<file path="src/rtl/config_loader.sv">
// config_loader: streams config words MSB-first into the prog scan chain.
// Define READBACK_EN to add a CRC-checked recirculating readback pass.
module config_loader #(
  parameter int CHAIN_LEN = 20,
  parameter int WORD_W    = 8
) (
  input  logic              prog_clk,
  input  logic              prog_rst,
  input  logic              start,
  input  logic [WORD_W-1:0] bs_data,
  input  logic              bs_valid,
  output logic              bs_ready,
  output logic              prog_en,
  output logic              chain_din,
  input  logic              chain_dout,
  output logic              busy,
  output logic              done,
  output logic              err
);
  localparam int WORDS = (CHAIN_LEN + WORD_W - 1) / WORD_W;
  localparam int REM   = CHAIN_LEN % WORD_W;
  localparam int LAST  = (REM == 0) ? WORD_W : REM;
  localparam int CW    = $clog2(WORD_W + 1);
  localparam int WW    = $clog2(WORDS + 1);
  localparam int BW    = $clog2(CHAIN_LEN + 1);

  typedef enum logic [1:0] {
    S_IDLE,
    S_LOAD,
    S_DONE
`ifdef READBACK_EN
    , S_RB
`endif
  } state_t;

  state_t            state;
  logic [WORD_W-1:0] buf_q;
  logic [CW-1:0]     buf_cnt;
  logic [WW-1:0]     words_left;
  logic [BW-1:0]     bits_left;

  logic in_load;
  logic shift;
  logic accept;
  logic last_bit;

  assign in_load  = (state == S_LOAD);
  assign shift    = in_load && (buf_cnt != '0);
  assign bs_ready = in_load && (buf_cnt <= CW'(1))
                 && (words_left != '0);
  assign accept   = bs_valid && bs_ready;
  assign last_bit = (bits_left == BW'(1));

`ifdef READBACK_EN
  logic        in_rb;
  logic [15:0] crc_tx;
  logic [15:0] crc_rx;
  logic        err_q;

  function automatic logic [15:0] crc_step(
    input logic [15:0] c,
    input logic        b
  );
    logic fb;
    fb = c[15] ^ b;
    return {c[14:0], 1'b0} ^ (fb ? 16'h1021 : 16'h0000);
  endfunction

  assign in_rb     = (state == S_RB);
  assign prog_en   = shift || in_rb;
  // Readback recirculates the tail so the chain ends unchanged.
  assign chain_din = in_rb ? chain_dout
                           : (in_load & buf_q[WORD_W-1]);
  assign err       = err_q;

  always_ff @(posedge prog_clk or posedge prog_rst) begin
    if (prog_rst) begin
      crc_tx <= 16'hFFFF;
      crc_rx <= 16'hFFFF;
      err_q  <= 1'b0;
    end else begin
      if (state == S_IDLE && start) begin
        crc_tx <= 16'hFFFF;
        crc_rx <= 16'hFFFF;
        err_q  <= 1'b0;
      end
      if (shift)
        crc_tx <= crc_step(crc_tx, chain_din);
      if (in_rb) begin
        crc_rx <= crc_step(crc_rx, chain_dout);
        if (last_bit)
          err_q <= (crc_step(crc_rx, chain_dout) != crc_tx);
      end
    end
  end
`else
  logic unused_dout;
  assign unused_dout = chain_dout;
  assign prog_en     = shift;
  assign chain_din   = in_load & buf_q[WORD_W-1];
  assign err         = 1'b0;
`endif

  always_ff @(posedge prog_clk or posedge prog_rst) begin
    if (prog_rst) begin
      state      <= S_IDLE;
      buf_q      <= '0;
      buf_cnt    <= '0;
      words_left <= '0;
      bits_left  <= '0;
      busy       <= 1'b0;
      done       <= 1'b0;
    end else begin
      done <= 1'b0;
      case (state)
        S_IDLE: begin
          if (start) begin
            state      <= S_LOAD;
            buf_q      <= '0;
            buf_cnt    <= '0;
            words_left <= WW'(WORDS);
            bits_left  <= BW'(CHAIN_LEN);
            busy       <= 1'b1;
          end
        end
        S_LOAD: begin
          // A new word overrides the final shift of the old one.
          if (accept) begin
            buf_q      <= bs_data;
            buf_cnt    <= (words_left == WW'(1)) ? CW'(LAST)
                                                 : CW'(WORD_W);
            words_left <= words_left - 1'b1;
          end else if (shift) begin
            buf_q   <= buf_q << 1;
            buf_cnt <= buf_cnt - 1'b1;
          end
          if (shift) begin
            bits_left <= bits_left - 1'b1;
            if (last_bit) begin
`ifdef READBACK_EN
              state     <= S_RB;
              bits_left <= BW'(CHAIN_LEN);
`else
              state <= S_DONE;
              done  <= 1'b1;
`endif
            end
          end
        end
`ifdef READBACK_EN
        S_RB: begin
          bits_left <= bits_left - 1'b1;
          if (last_bit) begin
            state <= S_DONE;
            done  <= 1'b1;
          end
        end
`endif
        S_DONE: begin
          state <= S_IDLE;
          busy  <= 1'b0;
        end
        default: state <= S_IDLE;
      endcase
    end
  end
endmodule

</file>
<file path="config.mk">
export PLATFORM = sky130hd
export DESIGN_NAME = config_loader
export DESIGN_NICKNAME = d
export VERILOG_FILES = /design/src/rtl/config_loader.sv
export SDC_FILE = /design/constraint.sdc
export NUM_CORES = 1
export LEC_CHECK = 0
export BUFFER_PORTS_ARGS = -buffer_cell sky130_fd_sc_hd__buf_2
export CORE_MARGIN = 2
export CORE_UTILIZATION = 55
export DETAILED_ROUTE_END_ITERATION = 8
export HOLD_SLACK_MARGIN = 0.1
export PLACE_DENSITY = 0.76
export SETUP_SLACK_MARGIN = 0.3
export SLEW_MARGIN = 20
export SYNTH_ARGS = -nofsm -noshare
export SYNTH_HDL_FRONTEND = slang
export SYNTH_SLANG_ARGS = --single-unit
</file>
<file path="constraint.sdc">
create_clock -name prog_clk -period 2.7 [get_ports prog_clk]
set_clock_uncertainty 0.2 [all_clocks]
set_input_delay 0.405 -clock prog_clk [delete_from_list [all_inputs] [get_ports prog_clk]]
set_output_delay 0.405 -clock prog_clk [all_outputs]
set_load 0.01 [all_outputs]
</file>
==> impl_metrics.toml <==
[clock_tree]
cts_htree_levels = 1
cts_max_path_buffers = 2
clkSlewWorstSetupHoldPaths_ps = 130
root_buffer = "clkbuf_4"
clk_latency_ps = 310
numClockSinks = 23
cts_tree = "done"
cts_made_buffers = 3

[finish]
final_layout_size_suffix_gt1_share_pct = 24.3
final_cell_mix = "23 x dfrtp_1, 16 x buf_2, 9 x nor2_1"
fill_cells = 203
final_area_um2 = 1430
final_common_cell = "dfrtp_1"
area_delta_synth_final_pct = 12.2
final_util_pct = 65.1
antenna_cells = 0
fin_nets = 165

[sta]
slew_headroom_pct = 42.4
finalWorstPathRequiredPeriod_ps = 2310
worst_slew_pin_slew_ps = 863
tns_ps = 0
hold_viol = 0
setup_viol = 0
max_freq_ghz = 0.432
finalCritPeriodShare_pct = 85.7
rsz0062_at_grt = "no"
setup_ws_ps = 387
slew_violations = 0

[pwr]
power.total_w = 0.00168
peakVddDrop_uv = 808
power_density_nw_per_um2 = 1180
p_leak_nw = 0.711

[synth]
synth-edff-count = 0
synth_area_um2 = 1270
seq_area_frac_synth_pct = 45.3
async_reset_ff_share_pct = 100
syn_nets = 144
synth_top_area_cell = "dfrtp_1"
ys_ff_latch = 23
netlist_instances = 124
yosys-top-cells-area = "dfrtp_1 45%, ha_1 6.9%, a221o_1 5.5%"
syn_area_per_cell_um2 = 10.3
ys.flop_type = "dfrtp_1"
synth_top_area_share_pct = 45.3
yosysWarnings = 0
ys_types = 44

[placement]
place_area_um2 = 1360
place_hpwl_mm = 1.80
dp_slack_ps = 505
gp_congestion = 0.811
portBuffers = 16

[routing]
wl_mm = 2.49
num_vias = 986
avgRoutedWirePerCell_um = 14.5
drtAntennaViolNets = 0
viasPerCell = 5.73
first_iter_violations = 7
drc = 0
drtPass1Iterations = 4

[run_status]
outcome = "finished, final reports clean"

[min_path]
hp-class = "in2reg"
hp-start = "bs_data[2]"
min_to = "buf_q[2]$_DFFE_PP0P_"
holdPathStages = 2

[die]
fp.dieW_um = 52.1
die-area_um2 = 2710
core_um2 = 2190
placementRows = 17
initial_core_util_pct = 58.0
ioPinCount = 19
die_h_um = 52.1

[worst_setup_path]
startpoint = "buf_cnt[0]$_DFFE_PP0P_"
crit_arrival_ps = 1710
cp_max_fo = 11
r2r_cells = 6
worstSetupStartpointType = "flip-flop"
reg2reg_to = "buf_cnt[1]$_DFFE_PP0P_"
required_ps = 2100
worstSetupPathType = "reg2out"
r2r_slack_ps = 550
end_kind = "output port"
rr_startpoint = "buf_cnt[0]$_DFFE_PP0P_"

[grt]
grt.total_usage_pct = 21.3
grt-ovfl-total = 0
grt_antenna_before_repair = 0
grt_pass1_vias = 980
grt_pass1_wl_mm = 4.15
grt_max_degree = 24

[job]
maxCapViolCount = 0
cell usage after synthesis (2+ instances only):
| cell | n |
|---|---|
| nor3_1 | 5 |
| nand2_1 | 5 |
| a21oi_1 | 2 |
| o21ai_0 | 4 |
| a311oi_1 | 2 |
| mux2_1 | 2 |
| nor2b_1 | 2 |
| a221o_1 | 7 |
| dfrtp_1 | 23 |
| nor2_1 | 9 |
| nand2b_1 | 3 |
| ha_1 | 7 |
| and2_2 | 2 |
| and3_1 | 8 |
| or2_2 | 3 |
| nand3_1 | 3 |
| inv_1 | 10 |
layout make-up:
type	count	area [um^2]	share of cell area, %
clock buffer	3	22.5	1.58
multi-input combinational	86	629	44.1
timing repair buffer	20	115	8.07
inverter	11	43.8	3.07
sequential	23	576	40.4
tap	28	35.0	2.46
clock inverter	1	5.00	0.351
logic make-up after synthesis:
group	after synthesis	synth area share, %
flip-flops	23	45.3
AND/OR/NAND/NOR	50	22.9
other	1	0.295
buffers and inverters	15	5.41
XOR/XNOR	1	0.689
adder cells (fa/ha/maj)	7	6.89
AO/OA/AOI/OAI	24	15.9
multiplexers	3	2.56
routing by layer:
metal / part of all wire, % / wire length, um / global-route usage, %
met4: 2.0 / 50 / 10.5
met2: 52 / 1290 / 37.3
met1: 44 / 1090 / 26.2
met5: 0 / 0 / 0
met3: 2.2 / 55 / 1.72
stage by stage:
| stage | instances | hold WS [ps] |
|---|---|---|
| 6_report | 172 | 117 |
| 5_1_grt | 172 | 115 |
| 4_1_cts | 171 | 112 |
| 3_5_place_dp | 164 | 271 |
| 3_3_place_gp | 164 | 258 |
| 2_1_floorplan | 124 | 207 |
registers in the layout, indices dropped and copies added, names as in the netlist:
signal,flops
buf_q,8
done,1
state,2
busy,1
buf_cnt,4
words_left,2
bits_left,5
worst max path at each step:
stage,endpoint
after CTS,prog_en
after floorplan,buf_q[1]$_DFFE_PP0P_
after global routing,prog_en
after detailed placement,buf_cnt[1]$_DFFE_PP0P_
final,prog_en
after global placement,buf_cnt[1]$_DFFE_PP0P_
worst max-delay path, cell delays in order (launching register included):
cell and delay [ps]:
dfrtp_1 420, inv_2 80, ha_2 170, or3b_4 400
nand2_4 120, inv_4 60, buf_2 140
report_power, final:
| part | total [W] | switching (W) | internal [W] | leakage, nW |
|---|---|---|---|---|
| logic | 0.000928 | 0.000519 | 0.000409 | 0.413 |
| registers | 0.000588 | 0.000107 | 0.000481 | 0.281 |
| clock network | 0.000162 | 0.000106 | 0.0000554 | 0.0177 |
| total | 0.00168 | 0.000732 | 0.000946 | 0.711 |
what timing repair did:
item,4_1_cts,5_1_grt
endpoints found under the hold margin,24,0
setup endpoints to repair,1,1
setup buffers,1,1
gates resized for setup,0,4
hold buffers,2,0
Power figures use the tool's default switching activity.
